<file path="config.mk">
export PLATFORM = sky130hd
export DESIGN_NAME = core_datapath
export DESIGN_NICKNAME = d
export VERILOG_FILES = /design/src/rtl/core_pkg.sv /design/src/rtl/core_alu.sv /design/src/rtl/core_datapath.sv
export SDC_FILE = /design/constraint.sdc
export NUM_CORES = 1
export LEC_CHECK = 0
export CAP_MARGIN = 5
export CORE_MARGIN = 2
export CORE_UTILIZATION = 50
export DETAILED_ROUTE_END_ITERATION = 7
export PLACE_DENSITY = 0.81
export SYNTH_ARGS = -nofsm -noshare
export SYNTH_HDL_FRONTEND = slang
export SYNTH_SLANG_ARGS = --single-unit
</file>
<file path="constraint.sdc">
create_clock -name clk -period 20.3 [get_ports clk]
set_input_delay 5.075 -clock clk [delete_from_list [all_inputs] [get_ports clk]]
set_output_delay 5.075 -clock clk [all_outputs]
set_load 0.005 [all_outputs]
</file>
<file path="src/rtl/core_pkg.sv">
// Shared encodings for the core control unit and the core datapath.
// Holds the bus source codes, ALU operation codes and the bit positions
// of the per-register load and increment enables, so both sides of the
// control/datapath boundary agree on a single definition.
package core_pkg;

  localparam int unsigned NUM_REGS = 10;

  // Bus source select codes. Codes 12-15 are unused and drive 0.
  typedef enum logic [3:0] {
    BUS_DMEM = 4'd0,
    BUS_IMEM = 4'd1,
    BUS_PC   = 4'd2,
    BUS_IR   = 4'd3,
    BUS_RL   = 4'd4,
    BUS_RC   = 4'd5,
    BUS_RP   = 4'd6,
    BUS_RQ   = 4'd7,
    BUS_R1   = 4'd8,
    BUS_AC   = 4'd9,
    BUS_R    = 4'd10,
    BUS_AR   = 4'd11
  } bus_sel_e;

  // ALU operation codes. Codes 6 and 7 hold the accumulator value.
  typedef enum logic [2:0] {
    ALU_CLR  = 3'd0,
    ALU_PASS = 3'd1,
    ALU_ADD  = 3'd2,
    ALU_SUB  = 3'd3,
    ALU_MUL  = 3'd4,
    ALU_INC  = 3'd5
  } alu_op_e;

  // Bit positions inside wrEnReg.
  localparam int WR_AC = 0;
  localparam int WR_R1 = 1;
  localparam int WR_RQ = 2;
  localparam int WR_RP = 3;
  localparam int WR_RC = 4;
  localparam int WR_RL = 5;
  localparam int WR_IR = 6;
  localparam int WR_PC = 7;
  localparam int WR_R  = 8;
  localparam int WR_AR = 9;

  // Bit positions inside incReg.
  localparam int INC_RQ = 0;
  localparam int INC_RP = 1;
  localparam int INC_RC = 2;
  localparam int INC_PC = 3;

endpackage

</file>
<file path="src/rtl/core_alu.sv">
// Combinational ALU of the core datapath.
// Ports:
//   aluOp  - operation code (core_pkg alu codes)
//   a      - operand A (accumulator)
//   b      - operand B (bus)
//   result - operation result, truncated to REG_WIDTH
//   zero   - high when result is all zeros
module core_alu
  import core_pkg::*;
#(
  parameter int REG_WIDTH = 12
) (
  input  logic [2:0]           aluOp,
  input  logic [REG_WIDTH-1:0] a,
  input  logic [REG_WIDTH-1:0] b,
  output logic [REG_WIDTH-1:0] result,
  output logic                 zero
);

  // All arithmetic is evaluated in REG_WIDTH context, so carries and the
  // upper half of the product are discarded (modulo 2^REG_WIDTH).
  always_comb begin
    result = a;
    case (aluOp)
      ALU_CLR:  result = '0;
      ALU_PASS: result = b;
      ALU_ADD:  result = a + b;
      ALU_SUB:  result = a - b;
      ALU_MUL:  result = a * b;
      ALU_INC:  result = a + REG_WIDTH'(1);
      default:  result = a;
    endcase
  end

  assign zero = (result == '0);

endmodule

</file>
<file path="src/rtl/core_datapath.sv">
// Per-core register-transfer datapath driven by the core control unit.
// Owns the shared bus mux, ten architectural registers, the ALU and the
// Z flag. No sequencing lives here: every register updates one clock
// after its control signals are presented.
// Ports:
//   clk, rst    - rising-edge clock, synchronous active-high reset
//   wrEnReg     - load enables {AR,R,PC,IR,RL,RC,RP,RQ,R1,AC}
//   incReg      - increment enables {PC,RC,RP,RQ}
//   busSel      - bus source select
//   aluOp       - ALU operation
//   ZWrEn       - Z flag update enable
//   insMemIn    - instruction-memory read data
//   dataMemIn   - data-memory read data
//   ins         - IR low bits to the control unit
//   Zout        - registered zero flag
//   insMemAddr  - PC
//   dataMemAddr - AR
//   dataMemOut  - AC (store data)
//   busOut      - current bus value for trace
module core_datapath
  import core_pkg::*;
#(
  parameter int REG_WIDTH = 12,
  parameter int INS_WIDTH = 8
) (
  input  logic                 clk,
  input  logic                 rst,
  input  logic [9:0]           wrEnReg,
  input  logic [3:0]           incReg,
  input  logic [3:0]           busSel,
  input  logic [2:0]           aluOp,
  input  logic                 ZWrEn,
  input  logic [REG_WIDTH-1:0] insMemIn,
  input  logic [REG_WIDTH-1:0] dataMemIn,
  output logic [INS_WIDTH-1:0] ins,
  output logic                 Zout,
  output logic [REG_WIDTH-1:0] insMemAddr,
  output logic [REG_WIDTH-1:0] dataMemAddr,
  output logic [REG_WIDTH-1:0] dataMemOut,
  output logic [REG_WIDTH-1:0] busOut
);

  logic [REG_WIDTH-1:0] ar, r, pc, ir, rl, rc, rp, rq, r1, ac;
  logic                 z;
  logic [REG_WIDTH-1:0] bus;
  logic [REG_WIDTH-1:0] alu_result;
  logic                 alu_zero;

  always_comb begin
    bus = '0;
    case (busSel)
      BUS_DMEM: bus = dataMemIn;
      BUS_IMEM: bus = insMemIn;
      BUS_PC:   bus = pc;
      BUS_IR:   bus = ir;
      BUS_RL:   bus = rl;
      BUS_RC:   bus = rc;
      BUS_RP:   bus = rp;
      BUS_RQ:   bus = rq;
      BUS_R1:   bus = r1;
      BUS_AC:   bus = ac;
      BUS_R:    bus = r;
      BUS_AR:   bus = ar;
      default:  bus = '0;
    endcase
  end

  core_alu #(.REG_WIDTH(REG_WIDTH)) u_alu (
    .aluOp  (aluOp),
    .a      (ac),
    .b      (bus),
    .result (alu_result),
    .zero   (alu_zero)
  );

  // A load on a register takes priority over its increment, so a
  // register that reads itself while incrementing keeps its old value.
  always_ff @(posedge clk) begin
    if (rst) begin
      ar <= '0; r  <= '0; pc <= '0; ir <= '0; rl <= '0;
      rc <= '0; rp <= '0; rq <= '0; r1 <= '0; ac <= '0;
      z  <= 1'b0;
    end else begin
      if (wrEnReg[WR_AR]) ar <= bus;
      if (wrEnReg[WR_R])  r  <= bus;
      if (wrEnReg[WR_IR]) ir <= bus;
      if (wrEnReg[WR_RL]) rl <= bus;
      if (wrEnReg[WR_R1]) r1 <= bus;
      if (wrEnReg[WR_AC]) ac <= alu_result;

      if (wrEnReg[WR_PC])      pc <= bus;
      else if (incReg[INC_PC]) pc <= pc + REG_WIDTH'(1);

      if (wrEnReg[WR_RC])      rc <= bus;
      else if (incReg[INC_RC]) rc <= rc + REG_WIDTH'(1);

      if (wrEnReg[WR_RP])      rp <= bus;
      else if (incReg[INC_RP]) rp <= rp + REG_WIDTH'(1);

      if (wrEnReg[WR_RQ])      rq <= bus;
      else if (incReg[INC_RQ]) rq <= rq + REG_WIDTH'(1);

      if (ZWrEn) z <= alu_zero;
    end
  end

  assign ins         = ir[INS_WIDTH-1:0];
  assign Zout        = z;
  assign insMemAddr  = pc;
  assign dataMemAddr = ar;
  assign dataMemOut  = ac;
  assign busOut      = bus;

endmodule

</file>
# Word level (Yosys, flattened, before mapping)
# Index checks and enable logic that the tools add are counted.
# op_classes
multipliers	1
n_eq_ne	16
n_reduce_logical	7
n_addsub	7
mux	10
# op_table
operator	n
one-hot mux 12 bit (12 select lines)	1
two-way mux 12 bit	8
one-hot mux 12 bit (6 select lines)	1
adder 12 x 1 -> 12 bit (second input constant)	5
== test 4 x 3 -> 1 bit (second input constant)	4
== test 4 bit (second input constant)	4
adder 12 bit	1
zero test 12 bit	1
multiplier 12 x 12 -> 12 bit	1
subtractor 12 bit	1
== test 4 x 2 -> 1 bit (second input constant)	2
nonzero test 2 bit	4
== test 3 x 2 -> 1 bit (second input constant)	2
== test 3 bit (second input constant)	2
== test 4 x 1 -> 1 bit (second input constant)	1
zero test 4 bit	1
== test 3 x 1 -> 1 bit (second input constant)	1
zero test 3 bit	1
# word_totals
output_inout_bits	57
regBits	121

# Logic depth before layout (Yosys ltp)
# Gate-level depths: netlist (run 1).
# depth
word_depth	5
ltp_mapped	30
mapped_depth_nobuf	25

# Cells and area by module
# Synthesis (run 1) repeated with hierarchy kept, for this count alone.
# hier_totals
cells_unflattened	1186
hier_area_um2	9751.9
# modules_own_cells
module	n_inst	cells_each	area_per_inst_um2
core_datapath	1	742	6409.9
core_alu	1	444	3342.0

# Least setup slack after synthesis (run 1)
# OpenSTA, ideal clock, no wires.
# synth_timing
path_type	input-to-output
startpoint	input busSel[1]
endpoint	output busOut[9]
required_ns	15.225
path_slack_ns	8.466
arrival_ns	6.759
path_stages	9
cell_sequence	buf_4 -> buf_6 -> buf_6 -> buf_2 -> mux2i_1 -> o32ai_1 -> nor4_4 -> clkbuf_1 -> inv_1
# synth_via
elab_chain_cells	2
elab_cells_between_ends	13
classes_between	eq/ne (11); mux (1); reduce/logical (1)
# synth_lines
element	line	rtl
start, declared	core_datapath.sv:30	input logic [3:0] busSel,
== test 4 bit (tied with other cells)	core_datapath.sv:51	case (busSel)
one-hot mux 12 bit (12 select lines) *	core_datapath.sv:51	
end, declared	core_datapath.sv:40	output logic [REG_WIDTH-1:0] busOut
# Mark *: on every way between the ends. The rest lies on a longest branch, timed or not.

# Final worst setup path (run 1)
# layout_timing
startpoint	input busSel[2]
endpoint	output busOut[1]
# The elaborated chain is that of the path after synthesis.

==> results of run 1 <==
[metrics by stage]
step,std cells,area (sq um),worst slack (ns),utilization
after floorplan,1205,9848,8.466,-
after global placement,1487,10800,6.969,0.5569
after detailed placement,1487,10800,6.906,0.5569
after CTS,1518,11390,6.929,0.5869
after global routing,1518,11390,6.736,0.5869
final,1518,11390,6.819,0.5869
[cell type report]
| class | instances | area (sq um) |
|---|---|---|
| fill | 1732 | 8013 |
| inverter | 84 | 315.3 |
| sequential | 121 | 2422 |
| clock inverter | 7 | 91.34 |
| clock buffer | 24 | 491.7 |
| tap | 265 | 331.6 |
| timing repair buffer | 118 | 1129 |
| multi-input combinational | 899 | 6605 |
[layer usage]
| layer | up-vias | GRT usage | routed length (um) |
|---|---|---|---|
| met3 | 99 | 0.06391 | 3426 |
| li1 | 4300 | - | - |
| met5 | - | 0 | 0 |
| met4 | 0 | 0.1231 | 1260 |
| met1 | 4375 | 0.4340 | 13430 |
| met2 | 574 | 0.4877 | 14680 |
[state kept, by name, indices dropped and copies added, names as in the netlist]
| name | cells |
|---|---|
| r1 | 12 |
| rq | 12 |
| r | 12 |
| rc | 12 |
| ir | 12 |
| dataMemAddr | 12 |
| insMemAddr | 12 |
| rl | 12 |
| dataMemOut | 12 |
| rp | 12 |
| Zout | 1 |
[critical path, cell delays in order]
cell	delay, ns
clkdlybuf4s50_1	0.47
buf_4	0.38
nand2b_1	0.30
o32ai_1	0.13
or4_4	0.54
nor2_2	0.65
inv_2	0.31
clkdlybuf4s50_1	0.53
[worst min path at each step]
stage	from	end	slack [ns]	depth (start not counted)
after floorplan	Zout$_SDFFE_PP0P_	Zout$_SDFFE_PP0P_	0.44	2
after global placement	r[11]$_SDFFE_PP0P_	r[11]$_SDFFE_PP0P_	0.47	2
after detailed placement	rl[5]$_SDFFE_PP0P_	rl[5]$_SDFFE_PP0P_	0.48	2
after CTS	rl[5]$_SDFFE_PP0P_	rl[5]$_SDFFE_PP0P_	0.48	2
after global routing	r1[7]$_SDFFE_PP0P_	r1[7]$_SDFFE_PP0P_	0.50	2
final	rl[5]$_SDFFE_PP0P_	rl[5]$_SDFFE_PP0P_	0.48	2
[cell families after synthesis]
family | after synthesis | synth area share
xor+xnor | 72 | 0.06962
simple gates | 422 | 0.2134
buf+inv | 185 | 0.08398
fa+ha+maj | 85 | 0.1385
flops | 121 | 0.2460
compound gates | 285 | 0.2101
mux | 35 | 0.03837
[synth_stat cells (22+ instances only)]
master,count
nor2_1,160
dfxtp_1,121
a211oi_1,112
nand2_1,91
inv_1,75
clkbuf_1,66
a21oi_1,46
ha_1,45
fa_1,40
xnor2_1,37
xor2_1,31
nand3_1,23
and2_1,22
mux2i_1,22
[power by group]
group	leakage [nW]	switching, mW	internal, mW
Combinational	3.39	0.117	0.0851
Sequential	0.999	0.0243	0.255
Clock	0.286	0.108	0.193
==> results.json, run 1 <==
{
  "ff2ff_path_depth": 23,
  "power_mw": 0.7813,
  "port_buffers": 104,
  "place.gp.congestion": 0.9408,
  "fin_crit_ns": 13.48,
  "max-vdd-ir-drop_mv": 0.04487,
  "synthTopCellsByArea": "dfxtp_1 25%, a211oi_1 8.5%, fa_1 8.1%",
  "worst-path-max-fanout": 44,
  "ys_warn_count": 0,
  "cap_violations": 0,
  "async_flop_share": 0,
  "holdBufCountCts": 0,
  "root_buffer": "clkbuf_16",
  "antenna_cells": 0,
  "wl_per_cell_um": 21.60,
  "crit_path_end": "busOut[1]",
  "path_class": "in -> out",
  "synth_fp_nets": 1338,
  "end_kind": "output port",
  "grtUsageTotal": 0.3156,
  "layout.nets": 1374,
  "initialDrtViolationCount": 1181,
  "routed_wl_um": 32790,
  "setup_tns_ns": 0,
  "power_density_nw_per_um2": 68.62,
  "seq_area_frac_synth": 0.2460,
  "netlist_area_sq_um": 9848,
  "hpwlAfterDp_um": 22760,
  "cts_max_path_buffers": 2,
  "finClkSkew_ns": 0.01289,
  "rsz0062_at_grt": "no",
  "worstPathArrival_ns": 8.41,
  "final_cell_mix": "160 x nor2_1, 121 x dfxtp_1, 112 x a211oi_1, 100 x clkdlybuf4s50_1, 91 x nand2_1",
  "cts_setup_buffers": 0,
  "die-height_um": 144.3,
  "synth_cells": 1205,
  "start_kind": "input pin",
  "timing.final.crit_share": 0.6641,
  "synth_edf_count": 0,
  "finalSetupViolCount": 0,
  "synth.largest_area_cell": "dfxtp_1",
  "drv_slew": 0,
  "worst_ep_required_time_ns": 15.23,
  "area_growth_pct": 15.61,
  "syn_area_per_cell_sq_um": 8.173,
  "rows": 51,
  "num_vias": 9348,
  "path_clk_slew_ns": 0.05,
  "antenna_found_initial": 0,
  "worstSetupStartpoint": "busSel[2]",
  "final_hold_viol_count": 0,
  "grt_pass1_wl_um": 49820,
  "final_common_cell": "nor2_1",
  "cts_sinks": 121,
  "ant_nets": 0,
  "drc": 0,
  "io_pins": 105,
  "ff2ff_setup_slack_ns": 13.29,
  "r2r_end": "dataMemOut[11]$_SDFFE_PP0P_",
  "grt-ovfl-total": 0,
  "cts_tree": "done",
  "status": "complete, no violations",
  "h-tree-depth": 4,
  "numCtsBuffers": 17,
  "ys.flop_type": "dfxtp_1",
  "grt_pass1_vias": 8803,
  "holdWs_ns": 0.4839,
  "start_util": 0.5077,
  "die_x_um": 144.3,
  "core_sq_um": 19400,
  "tightest_slew_ns": 1.076,
  "yosys.area.top_type_share": 0.2460,
  "dieArea_sq_um": 20840,
  "ys_ff_latch": 121,
  "grt_max_degree": 99,
  "timing.rr.start": "dataMemOut[4]$_SDFFE_PP0P_",
  "hold_path_class": "reg -> reg",
  "max_freq_ghz": 0.07418,
  "synth.distinct_cells": 84,
  "cts_resized": 0,
  "dr.pass1.iters": 7,
  "p_leak_nw": 4.671,
  "relSlewSlack": 0.2825,
  "viasPerCell": 6.158,
  "layout-drive-gt1-share": 0.06704,
  "clk_latency_ns": 0.42
}
Note: power is estimated with default switching activity, not from simulation.
==> run 2, diff against run 1 <==
Clock period 20.3 ns to 12.45 ns, I/O delays scaled along.
==> run 2 against run 1 <==
Sequential power increased by 62%. Largest cell class unchanged. Global-route usage decreased by 0.88 points. Via count increased by 1.5%. Clock power increased by 58%. Critical path depth increased by 17. Critical path type is now in -> reg. Final cell count increased by 0.26%. Non-clock buffer count increased by 4. First-iteration DRC count increased by 1.4%. Hold slack about the same.
==> results.json, run 2 (synthesized netlist as in run 1, its figures left out) <==
{
  "end_kind": "flop",
  "grtUsageTotal": 0.3068,
  "die-height_um": 144.3,
  "instances_no_fill": 1522,
  "finalSetupViolCount": 0,
  "relSlewSlack": 0.2442,
  "root_buffer": "clkbuf_16",
  "path_clk_slew_ns": 0.06,
  "cts_resized": 0,
  "cts_tree": "done",
  "grt_pass1_vias": 8784,
  "power_density_nw_per_um2": 110.3,
  "power_mw": 1.256,
  "worst_ep_required_time_ns": 12.77,
  "dr.pass1.iters": 6,
  "max_stage_delay_ns": 0.91,
  "area_growth_pct": 15.63,
  "final_common_cell": "nor2_1",
  "layout.nets": 1378,
  "antenna_found_initial": 0,
  "timing.final.crit_share": 0.8405,
  "start_kind": "input pin",
  "tightest_slew_ns": 1.134,
  "rsz0062_at_grt": "no",
  "dp_cells": 1491,
  "dieArea_sq_um": 20840,
  "layout-drive-gt1-share": 0.06921,
  "grt_pass1_wl_um": 48490,
  "num_vias": 9484,
  "ff2ff_setup_slack_ns": 5.60,
  "finClkSkew_ns": 0.01307,
  "start_util": 0.5077,
  "cts_sinks": 121,
  "final_hold_viol_count": 0,
  "place.gp.congestion": 0.9652,
  "holdBufCountCts": 0,
  "fillers": 1722,
  "wl_per_cell_um": 20.95,
  "clk_latency_ns": 0.43,
  "io_pins": 105,
  "hpwlAfterDp_um": 21920,
  "worstPathArrival_ns": 10.79,
  "cts_setup_buffers": 0,
  "ant_nets": 0,
  "grt_max_degree": 109,
  "p_leak_nw": 4.674,
  "h-tree-depth": 4,
  "worst-path-max-fanout": 26,
  "slowest_stage": "clkdlybuf4s50_1",
  "numCtsBuffers": 17,
  "rows": 51,
  "path_class": "in -> reg",
  "setup_tns_ns": 0,
  "fin_util": 0.5870,
  "port_buffers": 104,
  "routed_wl_um": 31890,
  "cts_max_path_buffers": 2,
  "max-vdd-ir-drop_mv": 0.1061,
  "final_cell_mix": "160 x nor2_1, 121 x dfxtp_1, 112 x a211oi_1, 100 x clkdlybuf4s50_1, 91 x nand2_1",
  "fin_crit_ns": 10.46,
  "initialDrtViolationCount": 1197,
  "antenna_cells": 0,
  "grt-ovfl-total": 0,
  "drc": 0,
  "hold_path_class": "reg -> reg",
  "core_sq_um": 19400,
  "status": "complete, no violations",
  "viasPerCell": 6.231,
  "drv_slew": 0,
  "die_x_um": 144.3,
  "max_freq_ghz": 0.09556,
  "cap_violations": 0
}
## run 2: area by class of cell
| cell class | instances | area (sq um) | share of cell area |
|---|---|---|---|
| well taps | 265 | 331.6 | 0.02912 |
| inverters | 84 | 315.3 | 0.02769 |
| repair buffers | 122 | 1159 | 0.1017 |
| clock inverters | 9 | 100.1 | 0.008790 |
| multi-input cells | 899 | 6605 | 0.5800 |
| flip-flops and latches | 121 | 2422 | 0.2127 |
| clock buffers | 22 | 454.2 | 0.03989 |
## run 2: power breakdown
| part | total [mW] | internal, mW | leakage, nW | switching [mW] |
|---|---|---|---|---|
| Clock | 0.474 | 0.296 | 0.270 | 0.178 |
| Sequential | 0.452 | 0.415 | 0.999 | 0.0367 |
| Combinational | 0.330 | 0.139 | 3.41 | 0.191 |
## run 2: stage by stage
step                worst slack, ns  hold WS, ns  cell area, sq um
finish                        1.985       0.4841             11390
global route                  1.736       0.5017             11390
CTS                           2.082       0.4845             11390
detailed placement            1.644       0.4781             10830
global placement              1.823       0.4714             10830
floorplan                     3.412       0.4418              9848
## run 2: path summary, 6_finish.rpt
kind / from / to / cells after the start
min: r[2]$_SDFFE_PP0P_ / r[2]$_SDFFE_PP0P_ / 2
max: busSel[2] / dataMemOut[11]$_SDFFE_PP0P_ / 25
min reg2reg: r[2]$_SDFFE_PP0P_ / r[2]$_SDFFE_PP0P_ / 2
max reg2reg: rp[4]$_SDFFE_PP0P_ / dataMemOut[11]$_SDFFE_PP0P_ / 22
## run 2: critical path, delay by kind of cell
| kind | cells | cell delay, ns |
|---|---|---|
| fa+ha+maj | 5 | 2.38 |
| buf+inv | 6 | 1.75 |
| xor+xnor | 7 | 1.46 |
| simple gates | 3 | 1.04 |
| compound gates | 4 | 1.02 |
## run 2: layer usage
metal	vias up	track usage	share of wire
li1	4305	-	-
met1	4458	0.4039	0.39
met2	609	0.4732	0.45
met3	112	0.09404	0.12
met4	0	0.1175	0.039
met5	-	0	0
==> run 3, diff against run 2 <==
Settings changed: PLACE_DENSITY 0.81 to 0.84.
Clock period 12.45 ns to 9.4 ns, I/O delays scaled along.
==> run 3 against run 2 <==
Die area unchanged. Sequential cell count unchanged. Register-to-register slack worse by 2.6 ns. Non-clock buffer count up 12. Total power up 37%. Via count up 1.8%. Critical path depth down 1. Setup slack worse by 1.3 ns. Combinational power up 37%. Hold slack worse by 0.0013 ns. Clock-buffer cell count unchanged. Critical path type unchanged.
==> results.json, run 3 (synthesized netlist as in run 1, its figures left out) <==
{
  "routed_wl_um": 32700,
  "grt_max_degree": 109,
  "port_buffers": 104,
  "power.switching_mw": 0.5478,
  "antenna_cells": 0,
  "hold_path_class": "reg -> reg",
  "max_freq_ghz": 0.1152,
  "internal_power_mw": 1.173,
  "slowest_stage": "clkdlybuf4s50_1",
  "die-height_um": 144.3,
  "fin_util": 0.5944,
  "die_x_um": 144.3,
  "core_sq_um": 19400,
  "drc": 0,
  "ant_nets": 0,
  "tightest_slew_ns": 1.193,
  "p_leak_nw": 4.754,
  "dieArea_sq_um": 20840,
  "finClkSkew_ns": 0.01170,
  "cts_setup_buffers": 0,
  "power_frac_clock": 0.389,
  "start_kind": "input pin",
  "end_kind": "flop",
  "grtUsageTotal": 0.3124,
  "dr.pass1.iters": 6,
  "p_comb_frac": 0.263,
  "timing.final.crit_share": 0.9237,
  "io_pins": 105,
  "cts_max_path_buffers": 2,
  "clk_latency_ns": 0.42,
  "grt_pass1_wl_um": 49690,
  "seqPwrFrac": 0.348,
  "max_stage_delay_ns": 0.56,
  "final_common_cell": "nor2_1",
  "num_vias": 9654,
  "holdBufCountCts": 0,
  "multi_input_area_sq_um": 6605,
  "h-tree-depth": 4,
  "fillers": 1700,
  "cts_tree": "done",
  "initialDrtViolationCount": 1078,
  "path_cells": "clkdlybuf4s50_1 > buf_4 > and2_0 > a32oi_1 > o22a_1 > and2_1 > inv_2 > nand2_1 > fa_1 > fa_1 > inv_1 > fa_1 > fa_1 > inv_1 > fa_1 > xnor2_1 > xnor2_1 > xnor2_1 > xnor2_1 > xnor3_1 > xnor2_1 > xnor3_1 > a221o_1 > o21a_1",
  "hpwlAfterDp_um": 22670,
  "cts_sinks": 121,
  "viasPerCell": 6.297,
  "place.gp.congestion": 1.007,
  "numCtsBuffers": 17,
  "setup_tns_ns": 0,
  "p_sw_frac": 0.3182,
  "max-vdd-ir-drop_mv": 0.1422,
  "layout-drive-gt1-share": 0.07886,
  "finalSetupViolCount": 0,
  "area_growth_pct": 17.08,
  "relSlewSlack": 0.2050,
  "status": "complete, no violations",
  "path_clk_slew_ns": 0.06,
  "antenna_found_initial": 0,
  "layout.nets": 1390,
  "rows": 51,
  "path_delay_family": "adder cells",
  "cts_resized": 0,
  "cap_violations": 0,
  "worst-path-max-fanout": 14,
  "start_util": 0.5077,
  "final_cell_mix": "160 x nor2_1, 121 x dfxtp_1, 112 x a211oi_1, 100 x clkdlybuf4s50_1, 91 x nand2_1",
  "power_density_nw_per_um2": 149.3,
  "drv_slew": 0,
  "grt-ovfl-total": 0,
  "root_buffer": "clkbuf_16",
  "seq_area_sq_um": 2422,
  "fin_crit_ns": 8.683,
  "grt_pass1_vias": 8923,
  "worstPathArrival_ns": 9.00,
  "cp_num_buf_inv": 5,
  "worst_ep_required_time_ns": 9.72,
  "wl_per_cell_um": 21.33,
  "final_hold_viol_count": 0,
  "path_class": "in -> reg",
  "rsz0062_at_grt": "no"
}
[run 3: stage by stage]
stage / cells / power (mW) / instance area, sq um / setup WS (ns) / hold WS, ns
after floorplan: 1205 / 0.8728 / 9848 / 1.124 / 0.4418
after global placement: 1503 / 1.033 / 10940 / 0.5426 / 0.4682
after detailed placement: 1503 / 1.042 / 10940 / 0.3675 / 0.4762
after CTS: 1533 / 1.706 / 11530 / 0.7834 / 0.4826
after global routing: 1533 / 1.777 / 11530 / 0.4331 / 0.4882
final: 1533 / 1.721 / 11530 / 0.7170 / 0.4829
[run 3: final timing paths]
check / from / endpoint / slack [ns] / depth (start not counted)
hold / removal: r[0]$_SDFFE_PP0P_ / r[0]$_SDFFE_PP0P_ / 0.48 / 2
setup reg to reg: dataMemOut[7]$_SDFFE_PP0P_ / dataMemOut[11]$_SDFFE_PP0P_ / 2.97 / 21
setup / recovery: busSel[2] / dataMemOut[11]$_SDFFE_PP0P_ / 0.72 / 24
hold reg to reg: r[0]$_SDFFE_PP0P_ / r[0]$_SDFFE_PP0P_ / 0.48 / 2
[run 3: layout make-up]
type / instances / area share
inverters: 84 / 0.02735
well taps: 265 / 0.02876
clock buffers: 22 / 0.04113
multi-input cells: 899 / 0.5729
clock inverters: 8 / 0.01042
repair buffers: 134 / 0.1094
flip-flops and latches: 121 / 0.2101
[run 3: power by group through the flow]
stage	Sequential, mW	Clock, mW	Combinational (mW)
floorplan	0.587	0	0.286
global placement	0.605	0	0.428
detailed placement	0.605	0	0.437
CTS	0.595	0.670	0.441
global route	0.600	0.693	0.484
finish	0.598	0.670	0.452
[run 3: worst min-delay path: stages (launching register included)]
cell and delay (ns):
dfxtp_1 0.31, nor2_1 0.08, a211oi_1 0.05
[run 3: layer usage]
layer / vias to the layer above / routed length [um] / part of all wire / GRT usage
met2: 666 / 14120 / 0.43 / 0.4754
met1: 4515 / 13030 / 0.40 / 0.4215
li1: 4323 / - / - / -
met3: 150 / 3739 / 0.11 / 0.06722
met4: 0 / 1804 / 0.055 / 0.1507
met5: - / 0 / 0 / 0
